==> src/rtl/rgb444_to_rgb332_packer.sv <==
// ----------------------------------------------------------------------------
// rgb444_to_rgb332_packer
//
// This block reduces a stream of RGB444 pixels to RGB332 bytes and packs them
// into frame-buffer words. It is the capture-side inverse of the display
// expansion {0,r[2:0]}, {0,g[2:0]}, {00,b[1:0]}.
//
// The byte format is {r[2:0], g[2:0], b[1:0]}. Pixel k of a word is placed in
// m_data[8k+7:8k].
//
// Configuration macro RGB332_SCALE_EN:
//   - Undefined (default): saturating inverse mapping. sat_flag reports clipping.
//   - Defined: proportional MSB truncation. sat_flag is tied to 0.
//
// Ports:
//   clk, rst_n        pixel clock, asynchronous active-low reset
//   s_valid/s_ready   input pixel handshake
//   s_r, s_g, s_b     RGB444 components
//   s_user            start-of-frame (first pixel of a frame)
//   s_last            end-of-line (last pixel of a line)
//   m_valid/m_ready   output word handshake
//   m_data            packed RGB332 bytes
//   m_keep            byte enables
//   m_user            word contains the start-of-frame pixel
//   m_last            word contains the end-of-line pixel
//   sat_flag          sticky saturation seen since the last accepted s_user
// ----------------------------------------------------------------------------
module rgb444_to_rgb332_packer #(
    parameter int unsigned BYTES_PER_WORD = 4,
    parameter int unsigned DATA_W         = 8 * BYTES_PER_WORD
) (
    input  logic                      clk,
    input  logic                      rst_n,
    input  logic                      s_valid,
    output logic                      s_ready,
    input  logic [3:0]                s_r,
    input  logic [3:0]                s_g,
    input  logic [3:0]                s_b,
    input  logic                      s_user,
    input  logic                      s_last,
    output logic                      m_valid,
    input  logic                      m_ready,
    output logic [DATA_W-1:0]         m_data,
    output logic [BYTES_PER_WORD-1:0] m_keep,
    output logic                      m_user,
    output logic                      m_last,
    output logic                      sat_flag
);

    localparam int unsigned IDX_W = (BYTES_PER_WORD > 1) ? $clog2(BYTES_PER_WORD) : 1;
    localparam logic [IDX_W-1:0] LAST_IDX = IDX_W'(BYTES_PER_WORD - 1);

    // Accumulator state
    logic [DATA_W-1:0]         r_acc;
    logic [IDX_W-1:0]          r_idx;
    logic                      r_acc_user;
    logic                      r_sat;

    // Output register
    logic                      r_m_valid;
    logic [DATA_W-1:0]         r_m_data;
    logic [BYTES_PER_WORD-1:0] r_m_keep;
    logic                      r_m_user;
    logic                      r_m_last;

    logic [2:0]                w_r3;
    logic [2:0]                w_g3;
    logic [1:0]                w_b2;
    logic                      w_px_sat;
    logic [7:0]                w_byte;
    logic [DATA_W-1:0]         w_word;
    logic [BYTES_PER_WORD-1:0] w_keep;
    logic [BYTES_PER_WORD-1:0] w_flush_keep;
    logic                      w_out_free;
    logic                      w_mid_word;
    logic                      w_xfer;
    logic                      w_complete;
    logic                      w_flush;

    // ------------------------------------------------------------------------
    // Component reduction
    // ------------------------------------------------------------------------
`ifdef RGB332_SCALE_EN
    logic w_unused_lsbs;

    assign w_r3          = s_r[3:1];
    assign w_g3          = s_g[3:1];
    assign w_b2          = s_b[3:2];
    assign w_px_sat      = 1'b0;
    assign w_unused_lsbs = ^{s_r[0], s_g[0], s_b[1:0]};
`else
    // Values outside the range the display expansion can produce clip to full scale.
    assign w_r3     = s_r[3] ? 3'b111 : s_r[2:0];
    assign w_g3     = s_g[3] ? 3'b111 : s_g[2:0];
    assign w_b2     = (s_b[3] | s_b[2]) ? 2'b11 : s_b[1:0];
    assign w_px_sat = s_r[3] | s_g[3] | s_b[3] | s_b[2];
`endif

    assign w_byte = {w_r3, w_g3, w_b2};

    // ------------------------------------------------------------------------
    // Handshake and word-completion decode
    // ------------------------------------------------------------------------
    assign w_out_free = ~r_m_valid | m_ready;
    assign w_mid_word = (r_idx != '0);

    // A start-of-frame pixel arriving mid-word is held off for one cycle while
    // the partial word is flushed. The pixel then starts a fresh word.
    assign s_ready    = w_out_free & ~(s_user & w_mid_word);
    assign w_xfer     = s_valid & s_ready;
    assign w_complete = w_xfer & ((r_idx == LAST_IDX) | s_last);
    assign w_flush    = s_valid & s_user & w_mid_word & w_out_free;

    // Merge the new byte at idx and build the byte enables for both a normal
    // completion (bytes 0..idx) and a forced flush (bytes 0..idx-1).
    always_comb begin
        w_word       = r_acc;
        w_keep       = '0;
        w_flush_keep = '0;
        for (int k = 0; k < BYTES_PER_WORD; k++) begin
            if (IDX_W'(k) == r_idx) begin
                w_word[8*k +: 8] = w_byte;
            end
            if (IDX_W'(k) <= r_idx) begin
                w_keep[k] = 1'b1;
            end
            if (IDX_W'(k) < r_idx) begin
                w_flush_keep[k] = 1'b1;
            end
        end
    end

    // ------------------------------------------------------------------------
    // Accumulator
    // ------------------------------------------------------------------------
    always_ff @(posedge clk or negedge rst_n) begin
        if (!rst_n) begin
            r_acc      <= '0;
            r_idx      <= '0;
            r_acc_user <= 1'b0;
        end else if (w_complete || w_flush) begin
            r_acc      <= '0;
            r_idx      <= '0;
            r_acc_user <= 1'b0;
        end else if (w_xfer) begin
            r_acc      <= w_word;
            r_idx      <= r_idx + 1'b1;
            r_acc_user <= r_acc_user | s_user;
        end
    end

    // ------------------------------------------------------------------------
    // Sticky saturation flag, restarted by each accepted start-of-frame pixel
    // ------------------------------------------------------------------------
    always_ff @(posedge clk or negedge rst_n) begin
        if (!rst_n) begin
            r_sat <= 1'b0;
        end else if (w_xfer) begin
            r_sat <= s_user ? w_px_sat : (r_sat | w_px_sat);
        end
    end

    // ------------------------------------------------------------------------
    // Output register. Completion and flush are exclusive because a flush
    // cycle never accepts a pixel.
    // ------------------------------------------------------------------------
    always_ff @(posedge clk or negedge rst_n) begin
        if (!rst_n) begin
            r_m_valid <= 1'b0;
            r_m_data  <= '0;
            r_m_keep  <= '0;
            r_m_user  <= 1'b0;
            r_m_last  <= 1'b0;
        end else if (w_complete) begin
            r_m_valid <= 1'b1;
            r_m_data  <= w_word;
            r_m_keep  <= w_keep;
            r_m_user  <= r_acc_user | s_user;
            r_m_last  <= s_last;
        end else if (w_flush) begin
            r_m_valid <= 1'b1;
            r_m_data  <= r_acc;
            r_m_keep  <= w_flush_keep;
            r_m_user  <= r_acc_user;
            r_m_last  <= 1'b0;
        end else if (m_ready) begin
            r_m_valid <= 1'b0;
        end
    end

    assign m_valid  = r_m_valid;
    assign m_data   = r_m_data;
    assign m_keep   = r_m_keep;
    assign m_user   = r_m_user;
    assign m_last   = r_m_last;
    assign sat_flag = r_sat;

endmodule

==> config.mk <==
export PLATFORM = sky130hd
export DESIGN_NAME = rgb444_to_rgb332_packer
export DESIGN_NICKNAME = d
export VERILOG_FILES = /design/src/rtl/rgb444_to_rgb332_packer.sv
export SDC_FILE = /design/constraint.sdc
export NUM_CORES = 1
export LEC_CHECK = 0
export ABC_AREA = 0
export CAP_MARGIN = 15
export CORE_AREA = 5 5 84 86
export CTS_BUF_LIST = sky130_fd_sc_hd__clkbuf_16
export DETAILED_ROUTE_END_ITERATION = 16
export DIE_AREA = 0 0 89 91
export GPL_ROUTABILITY_DRIVEN = 0
export PLACE_DENSITY = 0.82
export SLEW_MARGIN = 30
export SYNTH_ARGS = -nofsm -noshare
export SYNTH_HDL_FRONTEND = slang
export SYNTH_SLANG_ARGS = --single-unit
==> constraint.sdc <==
create_clock -name clk -period 3.8 [get_ports clk]
set_input_delay 0.38 -clock clk [delete_from_list [all_inputs] [get_ports clk]]
set_output_delay 0.38 -clock clk [all_outputs]
set_load 0.02 [all_outputs]
After elaboration in Yosys (flattened, before gate mapping):

Cells that the tools add are included.

* bits in registers: 75
* input port bits: 18
* output and inout bits: 41
* word-level logic and storage cells: 78

* add/subtract/negate cells: 1
* magnitude comparators: 8
* equality and inequality tests: 4
* multiplexer cells: 33
* bitwise logic cells: 17
* reduce and logical (&&, ||, !) cells: 6

Operator list (count)
* $mux W32: 4
* $mux W8: 4
* $mux W1: 18
* $mux W4: 2
* $or A1 B1 Y1: 8
* $and A1 B1 Y1: 7
* $mux W2: 3
* $mux W3: 2
* $reduce_bool A2 Y1: 3
* $eq A2 B2 Y1 const A: 2
* $le A1 B2 Y1 const A: 2
* $le A2 B2 Y1 const A: 2
* $lt A1 B2 Y1 const A: 2
* $lt A2 B2 Y1 const A: 2
* $reduce_bool A3 Y1: 1
* $add A2 B1 Y2 const B: 1
* $eq A1 B2 Y1 const A: 1
* $eq A2 B2 Y1 const B: 1
* $logic_not A2 Y1: 1
* $not A1 Y1: 2
* $logic_or A1 B1 Y1: 1

Longest topological paths before layout:

Gate-level depths: netlist of run 1.

* depth in word-level cells: 8
* mapped depth: 9
* mapped depth without buffers: 6

Worst setup path before layout of run 1:

Ideal clock, no wire load.

* kind: register to register
* from: reg r_idx[1]
* to: reg r_m_data[16], in the netlist m_data[16]
* library setup time: 136 ps
* data arrival time: 1734 ps
* data required time: 3664 ps
* slack: 1930 ps
* cell stages (with the launch flop): 10
* buffers on the path: 3
* period minus slack after synthesis: 1870 ps
* cells stage by stage: dfrtp_1 > inv_1 > ha_1 > buf_4 > nor2b_4 > buf_2 > nor4_1 > buf_4 > mux2i_1 > o21ai_0

* word-level cells in the longest chain between the ends: 7
* elaborated cells between the ends (all ways): 14
* those cells by class: eq/ne: 2; mux: 2; bitwise: 8; reduce/logical: 2

Ends and longest elaborated chain
* start, declared: RTL line 55 `logic [IDX_W-1:0] r_idx;`
* start signal, assigned: RTL line 147 `r_idx <= r_idx + 1'b1;`
* $reduce_bool A2 Y1: RTL line 105 `assign w_mid_word = (r_idx != '0);`
* $and A1 B1 Y1: RTL line 109 `assign s_ready = w_out_free & ~(s_user & w_mid_word);`
* $not A1 Y1: RTL line 109
* $and A1 B1 Y1: RTL line 109
* $and A1 B1 Y1: RTL line 110 `assign w_xfer = s_valid & s_ready;`
* $and A1 B1 Y1: RTL line 111 `assign w_complete = w_xfer & ((r_idx == LAST_IDX) | s_last);`
* $mux W32 / $reduce_bool A2 Y1 (equally long branches)
* end signal, assigned: RTL line 176 `r_m_data <= w_word;`
* end signal, assigned: RTL line 182 `r_m_data <= r_acc;`
* end, declared: RTL line 61 `logic [DATA_W-1:0] r_m_data;`

Several ways; a longest one is shown, not always the timed one.
A chain may end at the register's enable or synchronous reset.

Worst setup path after layout of run 1:

* from: reg r_idx[1]
* to: out s_ready

* word-level cells in the longest chain between the ends: 4

Ends and longest elaborated chain
* $reduce_bool A2 Y1: RTL line 105
* $and A1 B1 Y1: RTL line 109
* $not A1 Y1: RTL line 109
* $and A1 B1 Y1: RTL line 109
* end, declared: RTL line 35 `output logic s_ready,`

No other way between the ends.

==> results of run 1 <==
-- area by class of cell --
cell class              instances  area, um2  share of cell area [%]
clock inverters                 7       60.1                    1.41
clock buffers                   9        225                    5.28
inverters                       5       18.8                   0.440
well taps                      77       96.3                    2.26
multi-input cells             218       1370                    32.1
flip-flops and latches         75       1880                    44.0
repair buffers                 63        616                    14.4
-- report_power, final --
part,switching [mW],internal (mW)
clock network,0.311,0.499
registers,0.117,0.999
logic,0.502,0.393
total,0.930,1.89
-- per-layer routing --
metal	vias up	routed length [um]	track usage [%]
li1	1204	-	-
met1	1238	3200	29.0
met2	72	3950	33.2
met3	8	429	3.08
met4	0	121	8.06
met5	-	0	0
-- synthesized netlist by cell type, types with 2 or more instances --
cell type and count:
nand2b_1 2, o21ai_0 48, o311ai_2 2, nor3_1 3, o31ai_1 2, inv_1 5
o21ai_1 8, o2bb2ai_1 8, ha_1 5, clkbuf_1 6, buf_2 7, a21oi_1 3
nor2_1 13, or3_1 2, or2_2 6, and2_1 9, buf_4 2, nand2_1 59
dfrtp_1 75, mux2i_1 32, nor4_1 2
-- sequential cells by signal (all words and copies together), names as in the netlist --
signal / count
r_idx: 2
sat_flag: 1
m_user: 1
m_data: 32
m_last: 1
r_acc: 32
m_valid: 1
r_acc_user: 1
m_keep: 4
-- critical path, stage by stage (launching register included) --
cell and delay [ns]:
dfrtp_1 0.42, inv_1 0.11, ha_1 0.31, nor2b_4 0.39, nor2_1 0.09, clkdlybuf4s50_1 0.55
-- metrics by stage --
stage               utilization (%)  total power [mW]  cell area (um2)
floorplan                         -              1.62             3330
global route                   68.7              2.97             4260
detailed placement             63.9              2.02             3970
CTS                            68.7              2.84             4260
finish                         68.7              2.82             4260
global placement               63.9              2.00             3970
-- logic make-up (layout without fill, tap and decap cells) --
| group | Yosys count | count (layout) |
|---|---|---|
| simple gates | 105 | 105 |
| mux | 32 | 32 |
| compound gates | 76 | 76 |
| flops | 75 | 75 |
| buf+inv | 21 | 84 |
| fa+ha+maj | 5 | 5 |
-- worst min path at each step --
stage | start | to | cells after the start
after global routing | r_acc[7] | r_acc[7] | 1
after CTS | m_data[18] | m_data[18] | 2
after detailed placement | rst_n | m_data[25] | 1
final | rst_n | m_data[25] | 2
after floorplan | rst_n | m_data[0] | 0
after global placement | rst_n | m_keep[0] | 1
-- cell usage in the layout (no fill, tap or decap), types with 2 or more instances in the layout --
master | synthesis | routed
clkinv_2 | 0 | 3
and2_1 | 9 | 9
buf_4 | 2 | 4
clkbuf_16 | 0 | 9
o31ai_1 | 2 | 2
clkdlybuf4s50_1 | 0 | 57
or2_2 | 6 | 6
o21ai_0 | 48 | 48
or3_1 | 2 | 2
o311ai_2 | 2 | 2
ha_1 | 5 | 5
o2bb2ai_1 | 8 | 8
a21oi_1 | 3 | 3
nand2b_1 | 2 | 2
nor2_1 | 13 | 13
mux2i_1 | 32 | 32
nor3_1 | 3 | 3
o21ai_1 | 8 | 8
nand2_1 | 59 | 59
inv_1 | 5 | 6
dfrtp_1 | 75 | 75
-- what timing repair did --
action	in CTS	in global routing
hold endpoints to repair	15	0
setup buffers	0	0
hold buffers	1	0
==> impl_metrics.yaml, run 1 <==
run_status:
  outcome: "completed"
sta:
  fmax_ghz: 0.387
  holdWs_ns: 0.476
  setup_tns_ns: 0
  worst_slack_ns: 1.21
  final_hold_viol_count: 0
  max_slew_margin_pct: 49.7
  report.final.slew_viol_count: 0
  setup_viol: 0
  min_period_over_period_pct: 68.1
  min_period_ns: 2.59
  tightest_slew_ns: 0.749
  skew_ns: 0.00637
  rsz0062_at_grt: "false"
setup_path:
  cp-end-kind: "output pin"
  path_class: "reg -> out"
  path_max_fanout: 13
  required_ns: 3.42
  r2r-start: "r_idx[1]"
  critPathLaunch: "r_idx[1]"
  endpoint: "s_ready"
  reg2reg_to: "m_data[26]"
  cp-start-kind: "flop"
  regToRegSetupSlack_ns: 1.30
  worstPathArrival_ns: 2.21
  reg2reg_depth: 5
power:
  p_leak_nw: 1.83
  ir_drop_mv: 0.474
  power.density_nw_per_um2: 662
grt:
  grt.total_usage_pct: 20.9
  grt_max_degree: 61
  grt_pass1_vias: 2567
  antenna_found_initial: 0
  grt_pass1_wl_um: 13000
  globalRouteOverflowTotal: 0
floorplan:
  num_io_pins: 59
  coreArea_um2: 6200
  die_w_um: 89
  die_h_um: 91
  initial_utilization_pct: 53.7
  die_area_um2: 8100
  row_count: 29
final_layout:
  fin_nets: 395
  drive_above_1_share_pct: 8.75
  fillers: 466
  areaGrowthSynthToFinish_pct: 28.0
  diodes: 0
  instances_no_fill: 454
synth:
  synth_edf_count: 0
  syn-instance-count: 314
  ys_ff_latch: 75
  synth_compound_area_share_pct: 13.7
  synthTopCellsByArea: "dfrtp_1 56%, mux2i_1 9.6%, o21ai_0 7.2%"
  synth-xor-area-share_pct: 0
  synthMuxAreaShare_pct: 9.62
  synthSimpleGateAreaFrac_pct: 15.5
  syn_area_per_cell_um2: 10.6
  synth_ff_type: "dfrtp_1"
  yosys_warnings: 0
  yosys.area.top_type_share_pct: 56.3
  synthAdderAreaFrac_pct: 1.88
  seq_area_frac_synth_pct: 56.3
  synthDistinctLibCells: 36
  synth_top_family_by_area: "simple AND/OR/NAND/NOR gates"
  syn-num-nets: 337
  async_reset_ff_share_pct: 100
  yosys.area.top_type: "dfrtp_1"
  syn_area_um2: 3330
placement:
  portBuffers: 58
  dp.cells: 437
  preCtsSetupSlack_ns: 1.13
  hpwl_um: 5360
routing:
  vias: 2522
  finalWirelength_um: 7700
  antenna_left: 0
  vias_per_cell: 5.56
  wl_per_cell_um: 17.0
  drc: 0
  firstDrtPassIters: 4
  initialDrtViolationCount: 143
clock_tree:
  worstSkewPairLatency_ns: 0.33
  cts_tree: "built"
  h-tree-depth: 3
  ctsResizeCount: 0
  numClockSinks: 75
  cts_inserted_buffers: 9
  clk_pin_slew_ns: 0.06
  cts_root_buffer: "clkbuf_16"
  clockBufferDepth: 2
flow_run:
  cap_violations: 0
worst_hold_path:
  hp-class: "in -> async"
Note: power is estimated with default switching activity, not from simulation.
==> run 2, diff against run 1 <==
- CORE_AREA: 5 5 84 86 -> 5 5 91 93
- DIE_AREA: 0 0 89 91 -> 0 0 96 98
- PLACE_DENSITY: 0.82 -> 0.73
- clock period: 3.8 -> 2.2 ns (I/O delays scaled with it)
==> run 2 against run 1 <==
  * Utilization down 8.8 points
  * Hold slack worse by 0.15 ns
  * Cell count rose by 8.1%
  * Global-route usage down 2.8 points
  * Critical path type unchanged
  * First-iteration DRC count down 0.70%
  * Largest power group unchanged
  * Combinational power up 83%
  * Critical path depth shrank 2
  * Cell area up 4.6%
  * Flip-flop and latch count stayed put
  * Largest cell class unchanged
  * Clock power rose by 78%
  * Register-to-register slack got worse by 1.2 ns
  * Routed wire length is 0.81% higher
==> impl_metrics.yaml, run 2 (synthesis results as in run 1) <==
run_status:
  outcome: "completed"
power:
  p_leak_nw: 1.90
  ir_drop_mv: 0.530
  power.density_nw_per_um2: 1120
setup_path:
  reg2reg_depth: 9
  worstPathArrival_ns: 1.89
  cp_cell_sequence: "nor2b_1 -> nor2_1 -> clkdlybuf4s50_1"
  regToRegSetupSlack_ns: 0.14
  path_max_fanout: 4
  reg2reg_to: "m_data[23]"
  cp-start-kind: "flop"
  path_class: "reg -> out"
  max_stage_delay_ns: 0.56
  required_ns: 1.98
  slowest_stage: "clkdlybuf4s50_1"
  cp-end-kind: "output pin"
  r2r-start: "r_idx[1]"
sta:
  min_period_ns: 2.11
  skew_ns: 0.00591
  final_hold_viol_count: 0
  tightest_slew_ns: 0.726
  fmax_ghz: 0.474
  min_period_over_period_pct: 95.9
  setup_tns_ns: 0
  report.final.slew_viol_count: 0
  worst_slack_ns: 0.0902
  setup_viol: 0
  max_slew_margin_pct: 51.3
grt:
  globalRouteOverflowTotal: 0
  grt.total_usage_pct: 18.1
  antenna_found_initial: 0
  grt_pass1_wl_um: 13200
  grt_max_degree: 64
  grt_pass1_vias: 2672
final_layout:
  layout_commonest_cell: "dfrtp_1"
  layout_common_cells: "75 x dfrtp_1, 58 x nand2_1, 57 x clkdlybuf4s50_1, 48 x o21ai_0, 32 x mux2i_1"
  multi_input_area_um2: 1400
  regArea_um2: 1880
  drive_above_1_share_pct: 13.1
  fillers: 657
  diodes: 0
  areaGrowthSynthToFinish_pct: 33.9
  fin_nets: 407
routing:
  vias: 2522
  initialDrtViolationCount: 142
  antenna_left: 0
  firstDrtPassIters: 4
  wl_per_cell_um: 15.8
  finalWirelength_um: 7760
  vias_per_cell: 5.14
  drc: 0
floorplan:
  die_h_um: 98
  die_w_um: 96
  coreArea_um2: 7450
  die_area_um2: 9410
  row_count: 32
  num_io_pins: 59
  initial_utilization_pct: 44.7
flow_run:
  cap_violations: 0
clock_tree:
  cts_inserted_buffers: 9
  clockBufferDepth: 2
  numClockSinks: 75
  worstSkewPairLatency_ns: 0.33
  cts_root_buffer: "clkbuf_16"
  clk_pin_slew_ns: 0.06
  h-tree-depth: 3
  cts_tree: "built"
worst_hold_path:
  hp-class: "in -> async"
placement:
  hpwl_um: 5420
  preCtsSetupSlack_ns: 0.0634
  portBuffers: 58
[run 2: critical path, delay by kind of cell, from the launching register on]
family | cells | cell delay, ns
buffers and inverters | 1 | 0.56
flip-flops | 1 | 0.37
AND/OR/NAND/NOR | 2 | 0.63
[run 2: timing repair]
action | in CTS | in global routing
endpoints found under the hold margin | 12 | 0
hold buffers | 1 | 0
setup buffers | 1 | 3
resized for setup | 2 | 4
endpoints found under the setup margin | 1 | 24
[run 2: worst max-delay path by stage]
stage               startpoint         end  slack (ns)  cells after the start
floorplan             r_idx[1]  m_data[16]        0.33                      9
CTS                   r_idx[0]     s_ready        0.04                      5
detailed placement      s_last    r_acc[5]        0.06                      4
global placement        s_last   r_acc[11]        0.16                      6
global route          r_idx[1]  m_data[17]      -0.004                      9
finish                 m_valid     s_ready        0.09                      3
[run 2: report_power, final]
part           switching [mW]  leakage [nW]  internal (mW)
registers               0.186          1.00           1.72
clock network           0.568         0.139          0.873
logic                   0.891         0.765          0.747
[run 2: final cells by class]
cell class | instances | share of cell area [%]
Clock buffer | 9 | 5.05
Clock inverter | 7 | 1.52
Inverter | 5 | 0.421
Multi-Input combinational cell | 218 | 31.4
Tap cell | 102 | 2.86
Timing Repair Buffer | 75 | 16.7
Sequential cell | 75 | 42.1
[run 2: per-layer routing]
metal / GRT usage [%] / routed length (um) / vias to the layer above
met5: 0 / 0 / -
met4: 7.11 / 153 / 0
met3: 4.01 / 373 / 13
met2: 28.8 / 3780 / 59
met1: 23.9 / 3450 / 1226
li1: - / - / 1224
[run 2: stage by stage]
step                utilization, %  cells  cell area, um2  total power, mW  hold slack, ns
detailed placement            54.8    470            4080             3.54           0.138
floorplan                        -    314            3330             2.80         -0.0756
finish                        59.9    491            4460             4.99           0.327
CTS                           59.1    488            4400             4.99           0.327
global placement              54.8    470            4080             3.50           0.132
global route                  59.9    491            4460             5.29           0.371
==> run 3, diff against run 2 <==
- SLEW_MARGIN: 30 -> 20
==> results of run 3 <==
No change in the layout: final DEF, timing and power equal those of run 2.
